--- config.mk ---
export PLATFORM = sky130hd
export DESIGN_NAME = comparator_seq_n_flat
export DESIGN_NICKNAME = d
export VERILOG_FILES = /design/src/rtl/comparator_seq_n_if.sv /design/src/rtl/comparator_seq_n.sv /design/src/flat_wrapper.sv
export SDC_FILE = /design/constraint.sdc
export NUM_CORES = 1
export LEC_CHECK = 0
export CAP_MARGIN = 5
export CORE_MARGIN = 2
export CORE_UTILIZATION = 45
export CTS_CLUSTER_DIAMETER = 200
export DETAILED_ROUTE_END_ITERATION = 7
export GPL_TIMING_DRIVEN = 1
export HOLD_SLACK_MARGIN = 0.03
export PLACE_DENSITY = 0.71
export SLEW_MARGIN = 40
export SYNTH_ARGS = -nofsm -noshare
export SYNTH_HDL_FRONTEND = slang
export SYNTH_SLANG_ARGS = --single-unit
--- constraint.sdc ---
create_clock -name clk -period 2.05 [get_ports clk]
set_input_delay 0.41 -clock clk [delete_from_list [all_inputs] [get_ports clk]]
set_output_delay 0.41 -clock clk [all_outputs]
set_load 0.01 [all_outputs]
--- src/rtl/comparator_seq_n_if.sv ---
// Request/response bundle for the chunk-serial magnitude comparator.
// master drives operands, cascade bits and start; slave returns status and result.
interface comparator_seq_n_if #(
  parameter int WIDTH = 16
);
  logic             start;
  logic [WIDTH-1:0] a;
  logic [WIDTH-1:0] b;
  logic             gt_in;
  logic             lt_in;
  logic             eq_in;
  logic             signed_mode;
  logic             busy;
  logic             done;
  logic             gt;
  logic             lt;
  logic             eq;

  modport master (
    output start, a, b, gt_in, lt_in, eq_in, signed_mode,
    input  busy, done, gt, lt, eq
  );

  modport slave (
    input  start, a, b, gt_in, lt_in, eq_in, signed_mode,
    output busy, done, gt, lt, eq
  );
endinterface

--- src/rtl/comparator_seq_n.sv ---
// Chunk-serial comparator: walks WIDTH/CHUNK slices MSB-first, one per cycle.
// The first unequal slice decides gt/lt; if all slices match, the latched
// cascade bits are passed through.
// Optional macro COMPARATOR_SEQ_EARLY_EXIT_EN: finish on the deciding slice
// instead of always spending N cycles (constant-time when undefined).
module comparator_seq_n #(
  parameter int WIDTH = 16,
  parameter int CHUNK = 4
) (
  input logic               clk,
  input logic               rst_n,
  comparator_seq_n_if.slave bus
);
  localparam int N  = WIDTH / CHUNK;
  localparam int IW = (N > 1) ? $clog2(N) : 1;
  localparam logic [IW-1:0] LAST = IW'(N - 1);

  typedef enum logic [1:0] {IDLE, RUN, DONE} state_t;

  // Snapshot of one request; operands shift left so the live slice is always on top.
  typedef struct packed {
    logic [WIDTH-1:0] a;
    logic [WIDTH-1:0] b;
    logic             gt_in;
    logic             lt_in;
    logic             eq_in;
    logic             sgn;
  } req_t;

  state_t          state;
  req_t            req;
  logic [IW-1:0]   idx;
  logic            decided, dgt, dlt;
  logic            busy_q, done_q, gt_q, lt_q, eq_q;

  logic [CHUNK-1:0] sa, sb;
  logic             s_gt, s_lt, s_ne, last, fin;

  // Current slice compare; the top slice in signed mode flips its sign bit so
  // an unsigned compare gives two's-complement ordering.
  always_comb begin
    sa = req.a[WIDTH-1 -: CHUNK];
    sb = req.b[WIDTH-1 -: CHUNK];
    if (req.sgn && (idx == '0)) begin
      sa[CHUNK-1] = ~sa[CHUNK-1];
      sb[CHUNK-1] = ~sb[CHUNK-1];
    end
    s_gt = (sa > sb);
    s_lt = (sa < sb);
    s_ne = s_gt | s_lt;
    last = (idx == LAST);
`ifdef COMPARATOR_SEQ_EARLY_EXIT_EN
    fin  = last | (~decided & s_ne);
`else
    fin  = last;
`endif
  end

  // Control FSM with registered status and result outputs.
  always_ff @(posedge clk or negedge rst_n) begin
    if (!rst_n) begin
      state   <= IDLE;
      req     <= '0;
      idx     <= '0;
      decided <= 1'b0;
      dgt     <= 1'b0;
      dlt     <= 1'b0;
      busy_q  <= 1'b0;
      done_q  <= 1'b0;
      gt_q    <= 1'b0;
      lt_q    <= 1'b0;
      eq_q    <= 1'b0;
    end else begin
      case (state)
        IDLE, DONE: begin
          done_q <= 1'b0;
          if (bus.start) begin
            req.a     <= bus.a;
            req.b     <= bus.b;
            req.gt_in <= bus.gt_in;
            req.lt_in <= bus.lt_in;
            req.eq_in <= bus.eq_in;
            req.sgn   <= bus.signed_mode;
            idx       <= '0;
            decided   <= 1'b0;
            dgt       <= 1'b0;
            dlt       <= 1'b0;
            busy_q    <= 1'b1;
            state     <= RUN;
          end else begin
            state     <= IDLE;
          end
        end
        RUN: begin
          // Freeze the verdict at the first unequal slice; later slices are don't-care.
          if (!decided && s_ne) begin
            decided <= 1'b1;
            dgt     <= s_gt;
            dlt     <= s_lt;
          end
          if (fin) begin
            busy_q <= 1'b0;
            done_q <= 1'b1;
            state  <= DONE;
            if (decided) begin
              gt_q <= dgt;
              lt_q <= dlt;
              eq_q <= 1'b0;
            end else if (s_ne) begin
              gt_q <= s_gt;
              lt_q <= s_lt;
              eq_q <= 1'b0;
            end else begin
              gt_q <= req.gt_in;
              lt_q <= req.lt_in;
              eq_q <= req.eq_in;
            end
          end else begin
            idx   <= idx + IW'(1);
            req.a <= req.a << CHUNK;
            req.b <= req.b << CHUNK;
          end
        end
        default: begin
          busy_q <= 1'b0;
          done_q <= 1'b0;
          state  <= IDLE;
        end
      endcase
    end
  end

  assign bus.busy = busy_q;
  assign bus.done = done_q;
  assign bus.gt   = gt_q;
  assign bus.lt   = lt_q;
  assign bus.eq   = eq_q;
endmodule

--- src/flat_wrapper.sv ---
// flat-port wrapper written by rule: the top's interface ports become plain ports
module comparator_seq_n_flat 
#(
  parameter int WIDTH = 16,
  parameter int CHUNK = 4
)
  (clk, rst_n, bus_start, bus_a, bus_b, bus_gt_in, bus_lt_in, bus_eq_in, bus_signed_mode, bus_busy, bus_done, bus_gt, bus_lt, bus_eq);
  comparator_seq_n_if #(.WIDTH(WIDTH)) bus_i ();
  input logic clk;
  input logic rst_n;
  input wire logic [$bits(bus_i.start)-1:0] bus_start;
  input wire logic [$bits(bus_i.a)-1:0] bus_a;
  input wire logic [$bits(bus_i.b)-1:0] bus_b;
  input wire logic [$bits(bus_i.gt_in)-1:0] bus_gt_in;
  input wire logic [$bits(bus_i.lt_in)-1:0] bus_lt_in;
  input wire logic [$bits(bus_i.eq_in)-1:0] bus_eq_in;
  input wire logic [$bits(bus_i.signed_mode)-1:0] bus_signed_mode;
  output wire logic [$bits(bus_i.busy)-1:0] bus_busy;
  output wire logic [$bits(bus_i.done)-1:0] bus_done;
  output wire logic [$bits(bus_i.gt)-1:0] bus_gt;
  output wire logic [$bits(bus_i.lt)-1:0] bus_lt;
  output wire logic [$bits(bus_i.eq)-1:0] bus_eq;
  assign bus_i.start = bus_start;
  assign bus_i.a = bus_a;
  assign bus_i.b = bus_b;
  assign bus_i.gt_in = bus_gt_in;
  assign bus_i.lt_in = bus_lt_in;
  assign bus_i.eq_in = bus_eq_in;
  assign bus_i.signed_mode = bus_signed_mode;
  assign bus_busy = bus_i.busy;
  assign bus_done = bus_i.done;
  assign bus_gt = bus_i.gt;
  assign bus_lt = bus_i.lt;
  assign bus_eq = bus_i.eq;
  comparator_seq_n #(.WIDTH(WIDTH), .CHUNK(CHUNK)) u_core (.clk(clk), .rst_n(rst_n), .bus(bus_i));
endmodule
==> results by group, run 1 <==
Status
  • Outcome: finished clean

Drt
  • Via Count: 1,756
  • Wirelength, routed: 4.53 mm
  • DR WL/cell: approximately 13 um
  • Vias/cell: around 5.1
  • Iter 0 DRT Violations: 155
  • Antenna-violating nets left: 0
  • Drt pass-1 iters: 4
  • Drt drc: 0

Timing
  • Fin. max-slew vios: 0
  • Period utilization: 84.8%
  • Fmax: approximately 0.58 GHz
  • Hold Vio Cnt, Final: 0
  • Post-route minimum period: 1.74 ns
  • Clock skew: 0.00795 ns
  • Final hold slack: between 0.09 and 0.1 ns
  • Setup TNS: 0 ns
  • Slew headroom: 62.4%
  • Unrepaired setup endpoints after global routing: no
  • Worst-margin pin slew: 0.564 ns
  • Final setup viols: 0

Pwr
  • Clock network power share: 14.5%
  • Sequential share of power: 40.4%
  • Peak VDD IR: 0.000701 V
  • Switch share: approximately two fifths
  • Switching power: 1.44 mW
  • P_leak: approximately 1.3 nW
  • Power Dens Cells: around 1300 mW/mm^2
  • Internal: 2.25 mW
  • Tot Pwr: 3.69 mW
  • Logic pwr share: between 40% and 50%

Setup path
  • Critical path type: flop to flop
  • Worst Path Required: 2.23 ns
  • Crit path max fanout: 15
  • Reg2Reg Depth: 5
  • R2R Setup Slk: 0.31 ns
  • Reg2reg start: u_core.idx[0]
  • Crit path max-delay family: flip-flops
  • RR Endpoint: u_core.req[23]
  • CP startpoint kind: flop
  • CP max stage delay: 0.39 ns
  • Worst setup EP type: flop
  • Buf+Inv Stages, Crit Path: 1
  • Cells along the critical path: ha_1 -> nor2_1 -> a21oi_4 -> buf_4 -> a22o_1
  • CP max stage cell: dfrtp_1
  • WP data arrival: roughly 1.9 ns

Floorplan
  • Core ar.: 0.00472 sq mm
  • Die Height: about 74 um
  • Full die area: 0.00547 sq mm
  • Chip width: roughly 74 um
  • Initial core utilization: 46.6%
  • Top Ports: 44
  • Row Count: 25

Clock tree
  • Worst-Skew Late Latency: around 0.30 ns
  • Hold_buf cts: 0
  • Clock slew at reported path FFs: 0.08 ns
  • CTS tree: done
  • # resized after CTS: 0
  • CTS Sinks: 47
  • Clock Tree Root: clkbuf_8
  • Max clock buf depth: 2
  • Num CTS Buffers: 5
  • H-tree depth: 2
  • Post-CTS setup buffer count: 0

Place
  • HPWL Detailed: around 3.2 mm
  • Inst Count DP: 336
  • Routability congestion estimate: 0.814
  • PortBufs: 43

Synthesis
  • Netlist cell types: 32
  • Gate count of the mapped netlist: 231
  • Ys Warns: 0
  • Sequential-to-total area share from yosys stat: 53.4%
  • Number of synthesized register bits: 47
  • Mapped cell area: ~0.0022 sq mm
  • Mapped Avg Cell Area: 9.53 sq um
  • Net count after synthesis: 275

Layout
  • Fill cell count: 415
  • Non-Filler Instances: 344
  • Share of cells above drive strength 1: 8.30%
  • Antenna diodes: 0
  • # nets final: 320
  • Area growth from synthesis to layout: 28.6%

Global routing
  • First-pass GRT wire length: 7.56 mm
  • Grt total ovfl: 0
  • Initial antenna violation count: 0
  • Number of global-route vias before repair: 1,587
  • GRT Util Overall: 18.6%
  • Largest net degree at the start of global routing: 33

Run
  • Max Cap Viol: 0

Min path
  • Type of the most critical hold path: input pin to asynchronous set/reset pin
## how the worst max path moves through the flow
stage | from | to | slack, ns | cells past startpoint
after detailed placement | bus_start | u_core.req[27] | 0.17 | 5
after global placement | bus_start | u_core.idx[1] | 0.21 | 5
final | u_core.idx[0] | u_core.req[23] | 0.31 | 5
after CTS | u_core.idx[0] | u_core.req[23] | 0.31 | 5
after global routing | u_core.idx[0] | u_core.req[35] | 0.18 | 6
after floorplan | u_core.idx[0] | u_core.req[16] | 0.60 | 7
## Yosys cell counts
library cell / count / area (sq um)
dfrtp_1: 47 / 1180
nand2_1: 44 / 165
a21oi_1: 27 / 135
and3_1: 24 / 150
o21ai_0: 19 / 95.1
a22o_1: 9 / 78.8
clkbuf_1: 9 / 33.8
inv_1: 8 / 30.0
o21ai_1: 6 / 30.0
ha_1: 5 / 62.6
nor2_1: 4 / 15.0
a211oi_1: 3 / 22.5
buf_2: 3 / 15.0
nand2b_1: 2 / 12.5
nand4_1: 2 / 12.5
nor2b_1: 2 / 12.5
xnor2_1: 2 / 17.5
a21boi_0: 1 / 7.51
a21oi_2: 1 / 8.76
a31o_2: 1 / 8.76
and2_1: 1 / 6.26
and4_1: 1 / 8.76
and4b_1: 1 / 10.0
buf_4: 1 / 7.51
buf_6: 1 / 11.3
nand4b_1: 1 / 8.76
nor2b_2: 1 / 8.76
o211ai_1: 1 / 7.51
o221a_2: 1 / 11.3
o221ai_1: 1 / 8.76
o31ai_1: 1 / 7.51
o41ai_2: 1 / 16.3
## worst reg2reg max path, delay by kind of cell (launching register included)
| family | cells | cell delay [ns] |
|---|---|---|
| simple gates | 1 | 0.38 |
| buf+inv | 1 | 0.23 |
| fa+ha+maj | 1 | 0.24 |
| compound gates | 2 | 0.39 |
| flops | 1 | 0.39 |
## flip-flops by register name, summed over array words and instances (netlist names)
name / flops
u_core.decided: 1
u_core.req: 36
u_core.dgt: 1
u_core.dlt: 1
u_core.bus.eq: 1
u_core.bus.lt: 1
u_core.bus.gt: 1
u_core.bus.busy: 1
u_core.idx: 2
u_core.state: 2
## cell families after synthesis
| kind of cell | synth area share (%) |
|---|---|
| AOI/OAI and AO/OA | 19.9 |
| buffers and inverters | 4.43 |
| DFF | 53.4 |
| xor gates and xnor gates | 0.796 |
| adders and majority gates | 2.84 |
| and+or+nand+nor | 18.6 |
## power by group through the flow
stage / combinational [mW] / sequential (mW) / clock [mW]
after detailed placement: 1.68 / 1.51 / 0
final: 1.66 / 1.49 / 0.537
after CTS: 1.68 / 1.49 / 0.564
after global placement: 1.64 / 1.50 / 0
after global routing: 1.89 / 1.54 / 0.603
after floorplan: 1.17 / 1.46 / 0
## layer usage
metal | vias up | wire length (um) | GRT usage (%)
met5 | - | 0 | 0
met4 | 0 | 46 | 6.06
met3 | 4 | 278 | 5.01
met2 | 47 | 2000 | 26.3
met1 | 805 | 2200 | 27.8
li1 | 900 | - | -
## cell usage in the layout (no fill, tap or decap), drive strengths merged
master         netlist  routed
and2                 1       1
a211oi               3       3
nand4                2       2
nand2               44      44
a21oi               28      28
and4                 1       1
clkdlybuf4s50        0      42
dfrtp               47      47
clkinv               0       1
o31ai                1       1
inv                  8       8
a31o                 1       1
nand4b               1       1
a21boi               1       1
xnor2                2       2
clkbuf               9       6
a22o                 9       9
nand2b               2       2
o211ai               1       1
ha                   5       5
and4b                1       1
buf                  5      10
o41ai                1       1
clkinvlp             0       1
nor2b                3       3
and3                24      24
o21ai               25      25
nor2                 4       4
o221ai               1       1
o221a                1       1
## metrics by stage
step	setup WS (ns)	cell area [sq um]	util, %
floorplan	0.598	2200	-
global placement	0.205	2750	58.1
detailed placement	0.169	2750	58.1
CTS	0.311	2830	59.9
global route	0.178	2830	59.9
finish	0.311	2830	59.9
## final cells by class
type / instances / area [sq um] / share of cell area (%)
inverter: 8 / 30.0 / 1.06
multi-input combinational: 162 / 938 / 33.1
clock buffer: 6 / 72.6 / 2.56
timing repair buffer: 52 / 518 / 18.3
sequential: 47 / 1180 / 41.5
clock inverter: 2 / 12.5 / 0.442
tap: 67 / 83.8 / 2.96
Power figures use the tool's default switching activity.
==> run 2: changes to the inputs <==
- clock period: 2.05 -> 1.78 ns (I/O delays scaled with it)
==> run 2 against run 1 <==
  * First-iteration DRC count is 32% lower
  * Sequential power grew 15%
  * Utilization decreased by 0.053 points
  * Sequential share of layout area barely moved
  * Via count shrank 0.11%
  * Wire length rose by 0.11%
  * Final cell count is 0.29% higher
  * Global-route usage down 0.36 points
  * Clock-buffer cell count is the same
  * Critical path type is now flop to output pin
  * Largest cell class unchanged
==> results by group, run 2 (same netlist as run 1, synthesis figures left out) <==
Status
  • Outcome: finished clean

Clock tree
  • Max clock buf depth: 2 (unchanged)
  • Worst-Skew Late Latency: 0.29 ns (about the same)
  • Num CTS Buffers: 5 (unchanged)
  • CTS tree: done
  • CTS Sinks: 47 (unchanged)
  • Clock Tree Root: clkbuf_8
  • Hold_buf cts: 0 (unchanged)
  • H-tree depth: 2 (unchanged)
  • Clock slew at reported path FFs: 0.08 ns (about the same)
  • Post-CTS setup buffer count: 0 (unchanged)
  • # resized after CTS: 0 (unchanged)

Global routing
  • First-pass GRT wire length: 7.49 mm (-1.0%)
  • Largest net degree at the start of global routing: 48 (+45%)
  • GRT Util Overall: 18.2% (-0.36 points)
  • Number of global-route vias before repair: 1,633 (+2.9%)
  • Grt total ovfl: 0 (unchanged)
  • Initial antenna violation count: 0 (unchanged)

Drt
  • Iter 0 DRT Violations: 105 (-32%)
  • DR WL/cell: 13.1 um (-0.18%)
  • Antenna-violating nets left: 0 (unchanged)
  • Via Count: 1,754 (-0.11%)
  • Wirelength, routed: 4.53 mm (+0.11%)
  • Vias/cell: 5.08 (-0.40%)
  • Drt drc: 0 (unchanged)
  • Drt pass-1 iters: 4 (unchanged)

Timing
  • Unrepaired setup endpoints after global routing: no
  • Final setup viols: 0 (unchanged)
  • Hold Vio Cnt, Final: 0 (unchanged)
  • Fin. max-slew vios: 0 (unchanged)
  • Post-route minimum period: approximately 1.6 ns
  • Fmax: 0.616 GHz
  • Clock skew: 0.00489 ns (-0.00306 ns)
  • Period utilization: 91.2%
  • Worst-margin pin slew: 0.585 ns (+0.0207 ns)
  • Slew headroom: 61.0% (-1.4 points)
  • Setup TNS: 0 ns (unchanged)

Setup path
  • Crit path max-delay family: buffers and inverters
  • Buf+Inv Stages, Crit Path: 1 (unchanged)
  • Cells along the critical path: clkdlybuf4s50_1
  • Reg2Reg Depth: 5 (unchanged)
  • CP startpoint kind: flop
  • Reg2reg start: u_core.req[34]
  • Crit path max fanout: 4 (-11)
  • Worst setup EP type: output pin
  • WP data arrival: 1.27 ns (-0.65 ns)
  • CP max stage delay: 0.56 ns (+0.17 ns)
  • Critical path type: flop to output pin
  • CP max stage cell: clkdlybuf4s50_1
  • Worst Path Required: 1.42 ns (-0.81 ns)
  • R2R Setup Slk: 0.19 ns (-0.12 ns)
  • RR Endpoint: u_core.bus.lt

Layout
  • Most common cell after layout, fill and taps aside: dfrtp_1
  • Finished Cell Area: 0.00283 sq mm (about the same)
  • Share of cells above drive strength 1: 8.63% (+0.33 points)
  • Core Util, Final: 59.9% (about the same)
  • # nets final: 323 (+0.94%)
  • Fill cell count: 421 (+1.4%)
  • Top Registers: u_core.req (36), u_core.idx (2), u_core.state (2)
  • Area growth from synthesis to layout: 28.5% (about the same)
  • Max FFs per register: 36 (unchanged)
  • Biggest register: u_core.req
  • Antenna diodes: 0 (unchanged)
  • Most frequent cells in the layout: 47 x dfrtp_1, 44 x nand2_1, 42 x clkdlybuf4s50_1

Pwr
  • Peak VDD IR: 0.000809 V (+15%)
  • P_leak: 1.33 nW (+0.37%)
  • Power Dens Cells: 1510 mW/mm^2 (+15%)

Run
  • Max Cap Viol: 0 (unchanged)

Place
  • Routability congestion estimate: 0.775 (-4.8%)
  • PortBufs: 43 (unchanged)
  • HPWL Detailed: 3.21 mm (-1.1%)
  • Area after DPL: 0.00276 sq mm (+0.36%)

Floorplan
  • Die Height: 74.0 um (unchanged)
  • Full die area: 0.00547 sq mm (unchanged)
  • Top Ports: 44 (unchanged)
  • Core ar.: 0.00472 sq mm (unchanged)
  • Row Count: 25 (unchanged)
  • Chip width: 74.0 um (unchanged)
  • Initial core utilization: 46.6% (unchanged)

Min path
  • Type of the most critical hold path: input pin to asynchronous set/reset pin
[run 2: final cells by class]
type	count	area, sq um	area share (%)
sequential	47	1180	41.6
multi-input combinational	162	938	33.2
timing repair buffer	55	528	18.7
tap	67	83.8	2.96
clock buffer	6	72.6	2.57
inverter	8	30.0	1.06
[run 2: worst max path at each step]
stage                               start        endpoint  slack [ns]  depth (start not counted)
after global placement          bus_start  u_core.req[25]        0.10                          5
after global routing        u_core.idx[1]   u_core.req[8]         0.1                          7
after detailed placement        bus_start  u_core.req[19]        0.07                          6
after CTS                 u_core.state[1]        bus_done        0.15                          1
after floorplan             u_core.idx[0]  u_core.req[16]        0.33                          7
final                     u_core.state[1]        bus_done        0.16                          1
[run 2: per-stage QoR]
step / hold slack [ns] / instances / setup slack [ns] / power (mW)
after floorplan: 0.0604 / 231 / 0.328 / 3.03
after global placement: 0.460 / 339 / 0.102 / 3.64
after detailed placement: 0.465 / 339 / 0.0694 / 3.70
after CTS: 0.155 / 345 / 0.151 / 4.29
after global routing: 0.185 / 345 / 0.0988 / 4.62
final: 0.137 / 345 / 0.157 / 4.26
[run 2: worst register-to-register path, cell delays in order (launching register included)]
cell and delay (ns):
dfrtp_1 0.40, ha_1 0.34, nand2_1 0.09, o211ai_1 0.22
nand4_1 0.16, o221a_2 0.27
[run 2: power breakdown]
group | internal (mW) | switching, mW | total (mW)
registers | 1.47 | 0.248 | 1.72
logic | 0.875 | 1.08 | 1.96
clock network | 0.262 | 0.322 | 0.584
[run 2: metal layers]
metal  wire length (um)  up-vias  GRT usage (%)
met3                189        7           5.42
met5                  0        -              0
met1               2330      809           25.7
li1                   -      905              -
met4                 78        0           6.87
met2               1940       33           26.8
==> run 3: changes to the inputs <==
- clock period: 1.78 -> 1.87 ns (I/O delays scaled with it)
==> run 3 against run 2 <==
  * Global-route usage is 1.1 points higher
  * Total power fell by 3.4%
  * Via count up 1.8%
  * Non-clock buffer count increased by 1
  * Flip-flop and latch count is the same
  * Sequential power shrank 5%
  * Clock skew grew 0.0046 ns
  * Hold slack got worse by 0.089 ns
  * Critical path type unchanged
  * Critical endpoint unchanged
  * Largest power group unchanged
==> results by group, run 3 (same netlist as run 1, synthesis figures left out) <==
Drt
  • Iter 0 DRT Violations: 138 (+31%)
  • DR WL/cell: 13.4 um (+2.2%)
  • Antenna-violating nets left: 0 (unchanged)
  • Wirelength, routed: 4.67 mm (+3.0%)
  • Via Count: 1,786 (+1.8%)
  • Drt pass-1 iters: 4 (unchanged)
  • Vias/cell: 5.13 (+0.95%)
  • Drt drc: 0 (unchanged)

Global routing
  • Grt total ovfl: 0 (unchanged)
  • First-pass GRT wire length: 7.97 mm (+6.5%)
  • Largest net degree at the start of global routing: 48 (unchanged)
  • GRT Util Overall: 19.4% (+1.1 points)
  • Initial antenna violation count: 0 (unchanged)
  • Number of global-route vias before repair: 1,674 (+2.5%)

Timing
  • Fmax: roughly 0.61 GHz
  • Final setup viols: 0 (unchanged)
  • Hold Vio Cnt, Final: 0 (unchanged)
  • Fin. max-slew vios: 0 (unchanged)
  • Period utilization: 88.0%
  • Clock skew: 0.00947 ns (+0.00458 ns)
  • Slack of the critical path: 0.225 ns (+0.0678 ns)
  • Slew headroom: 81.6% (+21 points)
  • Post-route minimum period: 1.65 ns
  • Unrepaired setup endpoints after global routing: no
  • Worst-margin pin slew: 0.275 ns (-0.309 ns)
  • Setup TNS: 0 ns (unchanged)
  • Final hold slack: 0.0473 ns (-0.0894 ns)

Pwr
  • P_leak: 1.34 nW (+1.0%)
  • Peak VDD IR: 0.000708 V (-13%)
  • Power Dens Cells: 1440 mW/mm^2 (-4.5%)

Clock tree
  • Post-CTS setup buffer count: 0 (unchanged)
  • CTS tree: done
  • Num CTS Buffers: 5 (unchanged)
  • CTS Sinks: 47 (unchanged)
  • Hold_buf cts: 0 (unchanged)
  • Clock slew at reported path FFs: 0.08 ns (about the same)
  • Clock Tree Root: clkbuf_8
  • # resized after CTS: 0 (unchanged)
  • Worst-Skew Late Latency: 0.30 ns (about the same)
  • Max clock buf depth: 2 (unchanged)
  • H-tree depth: 2 (unchanged)

Setup path
  • Buf+Inv Stages, Crit Path: 1 (unchanged)
  • Critical path type: flop to output pin
  • CP startpoint kind: flop
  • WP data arrival: 1.27 ns (about the same)
  • Worst setup EP type: output pin
  • CP max stage cell: clkdlybuf4s50_1
  • Crit path max fanout: 4 (unchanged)
  • Crit path max-delay family: buffers and inverters
  • Worst Path Required: 1.50 ns (+0.08 ns)
  • CP max stage delay: 0.56 ns (about the same)
  • Cells along the critical path: clkdlybuf4s50_1

Layout
  • Share of cells above drive strength 1: 9.61% (+0.98 points)
  • Register area: 0.00118 sq mm (unchanged)
  • Most frequent cells in the layout: 47 x dfrtp_1, 44 x nand2_1, 42 x clkdlybuf4s50_1
  • Fill cell count: 405 (-3.8%)
  • Top Registers: u_core.req (36), u_core.idx (2), u_core.state (2)
  • Area growth from synthesis to layout: 29.9%
  • Max FFs per register: 36 (unchanged)
  • Most common cell after layout, fill and taps aside: dfrtp_1
  • # nets final: 324 (+0.31%)
  • Antenna diodes: 0 (unchanged)
  • Finished Cell Area: 0.00286 sq mm (+1.1%)
  • Non-Filler Instances: 348 (+0.87%)
  • Biggest register: u_core.req
  • Multi-input logic area: 938 sq um (unchanged)

Floorplan
  • Core ar.: 0.00472 sq mm (unchanged)
  • Top Ports: 44 (unchanged)
  • Chip width: 74.0 um (unchanged)
  • Initial core utilization: 46.6% (unchanged)
  • Row Count: 25 (unchanged)
  • Full die area: 0.00547 sq mm (unchanged)
  • Die Height: 74.0 um (unchanged)

Status
  • Outcome: finished clean

Place
  • Routability congestion estimate: 0.808 (+4.3%)
  • Area after DPL: 0.00278 sq mm (+0.73%)
  • Place WS: 0.108 ns (+0.0382 ns)
  • PortBufs: 43 (unchanged)
  • HPWL Detailed: 3.34 mm (+4.0%)
  • Inst Count DP: 340 (+0.29%)

Run
  • Max Cap Viol: 0 (unchanged)

Min path
  • Type of the most critical hold path: input pin to asynchronous set/reset pin
[run 3: cell types whose count changed in the layout (fill, tap and decap cells not counted), sizes merged]
cell,before,now
clkinvlp,0,1
buf,13,14
clkinv,0,1
[run 3: power breakdown]
part           internal [mW]  total, mW  switching [mW]
clock network          0.262      0.592           0.330
logic                  0.850       1.90            1.05
registers               1.40       1.63           0.228
total                   2.51       4.11            1.60
[run 3: path summary, 6_finish.rpt]
check,startpoint,endpoint,slack [ns],depth (start not counted)
max,u_core.state[1],bus_done,0.22,1
min,rst_n,u_core.req[1],0.05,2
max reg2reg,u_core.idx[1],u_core.req[11],0.29,6
min reg2reg,u_core.bus.eq,u_core.bus.eq,0.48,2
max in group asynchronous,rst_n,u_core.req[31],1.60,2
min in group clk,u_core.bus.eq,u_core.bus.eq,0.48,2
[run 3: cell type report]
cell class / instances / area share [%]
timing repair buffer: 56 / 19.2
clock buffer: 6 / 2.54
multi-input combinational: 162 / 32.8
tap: 67 / 2.93
clock inverter: 2 / 0.437
inverter: 8 / 1.05
sequential: 47 / 41.1
[run 3: metrics by stage]
step	power [mW]	util, %
final	4.11	60.6
after global routing	4.50	60.6
after detailed placement	3.56	58.8
after floorplan	2.89	-
after CTS	4.16	60.6
after global placement	3.49	58.8
[run 3: metal layers]
metal,global-route usage [%],part of all wire (%),vias up
met1,27.6,47,830
met4,6.06,0.43,0
met5,0,0,-
met3,4.47,4.6,3
met2,29.6,48,44
li1,-,-,909
